==> src/rtl/draw_sequencer_if.sv <==
// Bundle of the draw sequencer's request, circle-drawer and VGA pixel signals.
// The slave view is the sequencer itself; the master view is whoever drives it.
interface draw_sequencer_if;
  logic       start;
  logic       done;
  logic [2:0] colour;
  logic [7:0] centre_x;
  logic [6:0] centre_y;
  logic [7:0] radius;

  logic       circ_start;
  logic [2:0] circ_colour;
  logic [7:0] circ_centre_x;
  logic [6:0] circ_centre_y;
  logic [7:0] circ_radius;
  logic       circ_done;
  logic [7:0] circ_x;
  logic [6:0] circ_y;
  logic [2:0] circ_colour_in;
  logic       circ_plot;

  logic [7:0] vga_x;
  logic [6:0] vga_y;
  logic [2:0] vga_colour;
  logic       vga_plot;

  modport slave (
    input  start, colour, centre_x, centre_y, radius,
           circ_done, circ_x, circ_y, circ_colour_in, circ_plot,
    output done, circ_start, circ_colour, circ_centre_x, circ_centre_y, circ_radius,
           vga_x, vga_y, vga_colour, vga_plot
  );

  modport master (
    output start, colour, centre_x, centre_y, radius,
           circ_done, circ_x, circ_y, circ_colour_in, circ_plot,
    input  done, circ_start, circ_colour, circ_centre_x, circ_centre_y, circ_radius,
           vga_x, vga_y, vga_colour, vga_plot
  );
endinterface

==> src/rtl/draw_sequencer.sv <==
// Clears the 160x120 screen to black, then hands the pixel stream to a circle
// drawer with the parameters captured when the request was accepted.
module draw_sequencer (
  input  logic             clk,
  input  logic             rst_n,
  draw_sequencer_if.slave  bus
);

  localparam logic [7:0] X_LAST = 8'd159;
  localparam logic [6:0] Y_LAST = 7'd119;

  typedef enum logic [1:0] {IDLE, CLEAR, CIRCLE, DONE} state_t;

  state_t     state;
  state_t     state_next;
  logic [7:0] cx;
  logic [6:0] cy;
  logic [2:0] colour_q;
  logic [7:0] centre_x_q;
  logic [6:0] centre_y_q;
  logic [7:0] radius_q;
  logic       clear_last;

  assign clear_last = (cx == X_LAST) && (cy == Y_LAST);

  always_ff @(posedge clk) begin
    if (!rst_n) state <= IDLE;
    else        state <= state_next;
  end

  // Parameters are captured only on an accepted start; the clear scan walks
  // each column top to bottom before moving right.
  always_ff @(posedge clk) begin
    if (!rst_n) begin
      cx         <= '0;
      cy         <= '0;
      colour_q   <= '0;
      centre_x_q <= '0;
      centre_y_q <= '0;
      radius_q   <= '0;
    end else if (state == IDLE) begin
      if (bus.start) begin
        colour_q   <= bus.colour;
        centre_x_q <= bus.centre_x;
        centre_y_q <= bus.centre_y;
        radius_q   <= bus.radius;
        cx         <= '0;
        cy         <= '0;
      end
    end else if (state == CLEAR) begin
      if (cy == Y_LAST) begin
        cy <= '0;
        cx <= (cx == X_LAST) ? 8'd0 : cx + 8'd1;
      end else begin
        cy <= cy + 7'd1;
      end
    end
  end

  always_comb begin
    state_next = state;
    case (state)
      IDLE:    if (bus.start)     state_next = CLEAR;
      CLEAR:   if (clear_last)    state_next = CIRCLE;
      CIRCLE:  if (bus.circ_done) state_next = DONE;
      DONE:    if (!bus.start)    state_next = IDLE;
      default:                    state_next = IDLE;
    endcase
  end

  // Pixel mux: black clear scan, circle drawer pass-through, otherwise idle.
  // Outputs are forced quiet while reset is held.
  always_comb begin
    bus.done       = 1'b0;
    bus.circ_start = 1'b0;
    bus.vga_x      = 8'd0;
    bus.vga_y      = 7'd0;
    bus.vga_colour = colour_q;
    bus.vga_plot   = 1'b0;
    case (state)
      CLEAR: begin
        bus.vga_x      = cx;
        bus.vga_y      = cy;
        bus.vga_colour = 3'b000;
        bus.vga_plot   = 1'b1;
      end
      CIRCLE: begin
        bus.circ_start = 1'b1;
        bus.vga_x      = bus.circ_x;
        bus.vga_y      = bus.circ_y;
        bus.vga_colour = bus.circ_colour_in;
        bus.vga_plot   = bus.circ_plot;
      end
      DONE:    bus.done = 1'b1;
      default: ;
    endcase
    if (!rst_n) begin
      bus.done       = 1'b0;
      bus.circ_start = 1'b0;
      bus.vga_x      = 8'd0;
      bus.vga_y      = 7'd0;
      bus.vga_colour = 3'b000;
      bus.vga_plot   = 1'b0;
    end
  end

  assign bus.circ_colour   = colour_q;
  assign bus.circ_centre_x = centre_x_q;
  assign bus.circ_centre_y = centre_y_q;
  assign bus.circ_radius   = radius_q;

endmodule

==> src/flat_wrapper.sv <==
// flat-port wrapper written by rule: the top's interface ports become plain ports
module draw_sequencer_flat 
  (clk, rst_n, bus_start, bus_colour, bus_centre_x, bus_centre_y, bus_radius, bus_circ_done, bus_circ_x, bus_circ_y, bus_circ_colour_in, bus_circ_plot, bus_done, bus_circ_start, bus_circ_colour, bus_circ_centre_x, bus_circ_centre_y, bus_circ_radius, bus_vga_x, bus_vga_y, bus_vga_colour, bus_vga_plot);
  draw_sequencer_if bus_i ();
  input  logic clk;
  input  logic rst_n;
  input wire logic [$bits(bus_i.start)-1:0] bus_start;
  input wire logic [$bits(bus_i.colour)-1:0] bus_colour;
  input wire logic [$bits(bus_i.centre_x)-1:0] bus_centre_x;
  input wire logic [$bits(bus_i.centre_y)-1:0] bus_centre_y;
  input wire logic [$bits(bus_i.radius)-1:0] bus_radius;
  input wire logic [$bits(bus_i.circ_done)-1:0] bus_circ_done;
  input wire logic [$bits(bus_i.circ_x)-1:0] bus_circ_x;
  input wire logic [$bits(bus_i.circ_y)-1:0] bus_circ_y;
  input wire logic [$bits(bus_i.circ_colour_in)-1:0] bus_circ_colour_in;
  input wire logic [$bits(bus_i.circ_plot)-1:0] bus_circ_plot;
  output wire logic [$bits(bus_i.done)-1:0] bus_done;
  output wire logic [$bits(bus_i.circ_start)-1:0] bus_circ_start;
  output wire logic [$bits(bus_i.circ_colour)-1:0] bus_circ_colour;
  output wire logic [$bits(bus_i.circ_centre_x)-1:0] bus_circ_centre_x;
  output wire logic [$bits(bus_i.circ_centre_y)-1:0] bus_circ_centre_y;
  output wire logic [$bits(bus_i.circ_radius)-1:0] bus_circ_radius;
  output wire logic [$bits(bus_i.vga_x)-1:0] bus_vga_x;
  output wire logic [$bits(bus_i.vga_y)-1:0] bus_vga_y;
  output wire logic [$bits(bus_i.vga_colour)-1:0] bus_vga_colour;
  output wire logic [$bits(bus_i.vga_plot)-1:0] bus_vga_plot;
  assign bus_i.start = bus_start;
  assign bus_i.colour = bus_colour;
  assign bus_i.centre_x = bus_centre_x;
  assign bus_i.centre_y = bus_centre_y;
  assign bus_i.radius = bus_radius;
  assign bus_i.circ_done = bus_circ_done;
  assign bus_i.circ_x = bus_circ_x;
  assign bus_i.circ_y = bus_circ_y;
  assign bus_i.circ_colour_in = bus_circ_colour_in;
  assign bus_i.circ_plot = bus_circ_plot;
  assign bus_done = bus_i.done;
  assign bus_circ_start = bus_i.circ_start;
  assign bus_circ_colour = bus_i.circ_colour;
  assign bus_circ_centre_x = bus_i.circ_centre_x;
  assign bus_circ_centre_y = bus_i.circ_centre_y;
  assign bus_circ_radius = bus_i.circ_radius;
  assign bus_vga_x = bus_i.vga_x;
  assign bus_vga_y = bus_i.vga_y;
  assign bus_vga_colour = bus_i.vga_colour;
  assign bus_vga_plot = bus_i.vga_plot;
  draw_sequencer u_core (.clk(clk), .rst_n(rst_n), .bus(bus_i));
endmodule
==> config.mk <==
export PLATFORM = sky130hd
export DESIGN_NAME = draw_sequencer_flat
export DESIGN_NICKNAME = d
export VERILOG_FILES = /design/src/rtl/draw_sequencer_if.sv /design/src/rtl/draw_sequencer.sv /design/src/flat_wrapper.sv
export SDC_FILE = /design/constraint.sdc
export NUM_CORES = 1
export LEC_CHECK = 0
export BUFFER_PORTS_ARGS = -buffer_cell sky130_fd_sc_hd__buf_2
export CAP_MARGIN = 20
export CORE_MARGIN = 1
export CORE_UTILIZATION = 45
export DETAILED_ROUTE_END_ITERATION = 7
export GPL_ROUTABILITY_DRIVEN = 0
export GPL_TIMING_DRIVEN = 0
export PLACE_DENSITY = 0.79
export SLEW_MARGIN = 30
export SYNTH_ARGS = -nofsm -noshare
export SYNTH_HDL_FRONTEND = slang
export SYNTH_SLANG_ARGS = --single-unit
export TNS_END_PERCENT = 20
==> constraint.sdc <==
create_clock -name clk -period 2.24 [get_ports clk]
set_input_delay 0.224 -clock clk [delete_from_list [all_inputs] [get_ports clk]]
set_output_delay 0.224 -clock clk [all_outputs]
set_load 0.005 [all_outputs]
Yosys cells after proc, flatten, opt, wreduce, memory -nomap -nowiden
Cells that the tools add are included.
{ "totals": {"ff_bits": 43, "input_bits": 49, "wordCells": 52, "output_inout_bits": 47} }
{ "op_classes": {"reduce_logical": 8, "n_eq_ne": 9, "n_mux": 26, "add_sub_neg": 2} }
{ "op_table": {"columns": ["operator", "n"], "rows": [
  ["2-to-1 mux 8 bit", 6],
  ["2-to-1 mux 7 bit", 5],
  ["case mux 8 bit (2 select lines)", 1],
  ["case mux 7 bit (2 select lines)", 1],
  ["adder 8 x 1 -> 8 bit (second input constant)", 1],
  ["== test 8 bit (second input constant)", 1],
  ["2-to-1 mux 2 bit", 4],
  ["case mux 2 bit (4 select lines)", 1],
  ["adder 7 x 1 -> 7 bit (second input constant)", 1],
  ["== test 7 bit (second input constant)", 1],
  ["inequality test 2 bit (second input constant)", 3],
  ["case mux 3 bit (2 select lines)", 1],
  ["2-to-1 mux 1 bit", 5],
  ["== test 2 bit (second input constant)", 2],
  ["AND reduction 2 bit", 2],
  ["AND reduction 4 bit", 1],
  ["nonzero test 2 bit", 2],
  ["2-to-1 mux 3 bit", 1],
  ["AND reduction 3 bit", 1],
  ["== test 2 x 1 -> 1 bit (second input constant)", 1],
  ["logical NOT 2 bit", 1],
  ["inequality test 2 x 1 -> 1 bit (second input constant)", 1],
  ["case mux 1 bit (2 select lines)", 1],
  ["logical AND 1 bit", 1]
]} }

Depth between registers and ports, before layout
{ "logic_depth": {"ltp_word": 5, "mapped_depth": 8, "ltp_nobuf": 6} }

Worst setup path after synthesis
No wires, ideal clock.
{ "synth_path": {"kind": "reg-to-reg", "from": "reg u_core.state[0]", "to": "reg u_core.cx[7]", "stages_incl_launch_ff": 8, "setup_ns": 0.073, "path_buffers": 1, "arrival_ns": 1.683, "period_less_slack_ns": 1.756, "required_time_ns": 2.167, "setup_slack_ns": 0.484, "path_cell_list": "dfxtp_1 -> inv_1 -> ha_1 -> buf_2 -> and2b_2 -> nand3_4 -> or4_4 -> o211ai_2"} }
{ "synth_via": {"elab_chain_len": 3, "elab_cells_between_ends": 7, "cone_classes": "2 x eq/ne; 1 x mux; 4 x reduce/logical"} }
{ "synth_rtl": {"columns": ["item", "line_no", "text"], "rows": [
  ["start: declaration", "draw_sequencer.sv:14", "state_t state;"],
  ["start signal: assignment", "draw_sequencer.sv:28", "else state <= state_next;"],
  ["== test 2 x 1 -> 1 bit / logical NOT 2 bit (equally long branches)", "draw_sequencer.sv:50, draw_sequencer.sv:41", null],
  ["nonzero test 2 bit (no line) / inequality test 2 bit (equally long branches)", null, null],
  ["AND reduction 3 bit (no line)", null, null],
  ["end signal: assignment", "draw_sequencer.sv:53", "cx <= (cx == X_LAST) ? 8'd0 : cx + 8'd1;"],
  ["end: declaration", "draw_sequencer.sv:16", "logic [7:0] cx;"]
]} }
Parallel ways exist; a longest one is shown, timed or not.
A chain may end at the register's enable or synchronous reset.

Worst setup path in the final report
{ "layout_path": {"from": "reg u_core.state[0]", "to": "out bus_vga_y[1]"} }
{ "layout_via": {"elab_chain_len": 3, "elab_cells_between_ends": 4, "cone_classes": "2 x eq/ne; 2 x mux"} }
{ "layout_rtl": {"columns": ["item", "line_no", "text"], "rows": [
  ["== test 2 bit / == test 2 x 1 -> 1 bit (equally long branches)", "draw_sequencer.sv:80", "case (state)"],
  ["case mux 7 bit (2 select lines) *", "draw_sequencer.sv:80", null],
  ["2-to-1 mux 7 bit *", "draw_sequencer.sv:97", "if (!rst_n) begin"],
  ["end: declaration", "flat_wrapper.sv:24", "output wire logic [$bits(bus_i.vga_y)-1:0] bus_vga_y;"]
]} }
Mark *: on every way between the ends. The rest lies on a longest branch, timed or not.

==> impl_results.md <==
- Outcome: finished with violations
- Violated checks: DRC
- Sequential share of the synthesized area: 40.05%
- Critical Path RT: 2020 ps
- Top cells by area, synth: dfxtp_1 40%, nand2_1 10%, a21oi_1 8.6%, a22o_1 6.1%, ha_1 4.1%
- Layout area overhead: 32.07%
- Max frequency: 0.4772 GHz
- Leakage: 1.282 nW
- Remaining DRCs: 8
- Final setup viols: 0
- Die Y: 71.12 um
- # rows: 24
- GRT Util Overall: 22.06%
- Syn. warnings: 0
- Global route total overflow: 0
- Worst ir drop on vdd: 0.0006628 V
- Crit path from: u_core.state[0]
- Post-Syn Area: 2150 um^2
- Seq cells post-synth: 43
- Synthesized instance count: 265
- DRT antenna net count: 0
- Initial antenna violation count: 0
- Max-slew violations: 0
- WL/cell: 12.91 um
- I/O pin cnt: 96
- Vias in the first global route: 2127
- Fillcell total: 421
- Sink Count: 43
- Via count: 2198
- Reg2reg start: u_core.state[0]
- Layout cells sized above 1: 32.33%
- DR pass1 iterations: 6
- Hold path cells: 3
- Overall power: 0.002588 W
- Post-synth EDFFs: 0
- First-pass GRT wire length: 8976 um
- Final Hold Fails: 0
- Die X-Extent: between 70 and 80 um
- WL final: approximately 5400 um
- Root buffer cell: clkbuf_8
- Synth cell types: 46
- Port buffer count: 95
- Fraction of registers with async set/reset: 0%
- CTS Buf Count: 5
- RSZ-0062 raised after global routing: no
- H-Tree Depth: 2
- Synth Flop Type: dfxtp_1
- Area share of the largest cell type after synthesis: 40.05%
- Post-CTS Hold Buffers: 0
- Full die area: about 5100 um^2
- Clk buf depth: 2
- Reg2Reg Depth: 7
- Count of max-cap constraint violations: 0
- Crit share post-route: ~94%
- Clock Skew: 9.673 ps
- Area of the multi-input gates: 1219 um^2
- Hold slack final: between 150 and 200 ps
- CTS clock-pin slew for the worst setup and hold paths: 90 ps
- Max_slew headroom: 63.33%
- Top-count cell post-synth: nand2_1
- Fin nets: 420
- Measured slew at the worst slew-check pin: 534.8 ps
- Cell Area, Placed: 2690 um^2
- Hold Startpoint: bus_centre_y[1]
- Final TNS setup: 0 ps
- Floorplan core area: between 4000 and 5000 um^2
- Worst skew pair latency: 300 ps
- ANT cells: 0
- Fin area: 2839 um^2
- Worst setup SP type: register
- CTS tree: done
- Setup ws final: 144.3 ps
- Synth area leader: dfxtp_1
- Largest net degree at the start of global routing: 15
- CP Max Fanout: 10
- FF+latch area: between 800 and 900 um^2
- Period minus WS final: 2096 ps
- Hpwl dp: 4119 um
- CP Capture Type: output pin
- Setup slack at placement: 78.57 ps
- Initial Utilization: 48.04%
- Top post-synthesis cells by count: 59 x nand2_1, 43 x dfxtp_1, 37 x a21oi_1, 15 x a22o_1, 10 x nor2_1
- DRT iter0 DRCs: 97
- Pwr/cell area: 911.4 nW/um^2
- Critical path arrival: roughly 1900 ps
- Net Count, Synth: 321
- Syn avg cell area: 8.112 um^2
- Crit path kind: reg -> out
- Via density: 5.271
- Hold Crit Class: in -> reg
-- cells in the final DEF (no fill, tap or decap), types with 3 or more instances in the layout --
| cell type | synthesis | final |
|---|---|---|
| ha_1 | 7 | 6 |
| o21ai_1 | 4 | 4 |
| and2_1 | 3 | 3 |
| clkbuf_1 | 9 | 7 |
| a21oi_1 | 37 | 37 |
| nand4_1 | 6 | 6 |
| dfxtp_1 | 43 | 43 |
| or3_1 | 3 | 3 |
| o21a_1 | 4 | 4 |
| nor2_1 | 10 | 10 |
| nor3_1 | 4 | 4 |
| nand2b_1 | 6 | 6 |
| a22o_1 | 15 | 15 |
| nand2_1 | 59 | 59 |
| clkbuf_8 | 0 | 5 |
| inv_1 | 5 | 5 |
| o21ai_0 | 4 | 4 |
| nand3_1 | 8 | 8 |
| buf_2 | 5 | 98 |
-- final timing paths --
path                                      end  slack, ps
setup / recovery                 bus_vga_y[1]        140
hold / removal    u_core.bus.circ_centre_y[1]        150
setup reg to reg                 u_core.cx[7]        200
hold reg to reg   u_core.bus.circ_centre_y[2]        450
-- per-stage QoR --
stage	std cells	util, %
floorplan	265	-
global placement	412	60.12
detailed placement	412	60.12
CTS	418	63.28
global route	417	63.45
finish	417	63.45
-- area by class of cell --
class | instances | share of cell area [%]
inverters | 6 | 0.7933
clock inverters | 3 | 2.380
clock buffers | 5 | 2.424
plain buffers | 12 | 2.115
multi-input cells | 201 | 42.93
flip-flops and latches | 43 | 30.32
well taps | 52 | 2.292
repair buffers | 95 | 16.75
-- where the power goes --
group          switching (W)  internal [W]
Sequential         0.0000670      0.000872
Combinational       0.000537      0.000396
Clock               0.000271      0.000445
Total               0.000875       0.00171
-- worst max-delay path: stages, from the launching register on --
cell and delay [ps]:
dfxtp_1 410, inv_1 140, ha_4 340, and3_4 240
clkbuf_4 200, a22o_1 140, buf_2 110
-- logic make-up (layout without fill, tap and decap cells) --
family,count (synthesis),count (layout),synth area share (%)
compound gates,75,75,23.34
simple gates,114,114,26.08
xor+xnor,3,3,1.223
fa+ha+maj,7,7,4.074
mux,2,2,0.9314
buf+inv,21,121,4.307
flops,43,43,40.05
-- flip-flops by register name, summed over array words and instances, names as in the netlist --
name and flops:
u_core.state 2, u_core.bus.circ_centre_y 7, u_core.cy 7, u_core.bus.circ_radius 8, u_core.bus.circ_centre_x 8, u_core.cx 8, u_core.bus.circ_colour 3
-- layer usage --
layer	up-vias	global-route usage, %	wire (um)
met5	-	0	0
met4	0	5.333	41
met3	4	6.125	410
met2	88	39.10	2596
met1	976	26.44	2336
li1	1130	-	-
-- timing repair --
action | 4_1_cts | 5_1_grt
endpoints found under the setup margin | 16 | 10
gates resized for setup | 5 | 2
setup buffers | 0 | 0
Power figures use the tool's default switching activity.
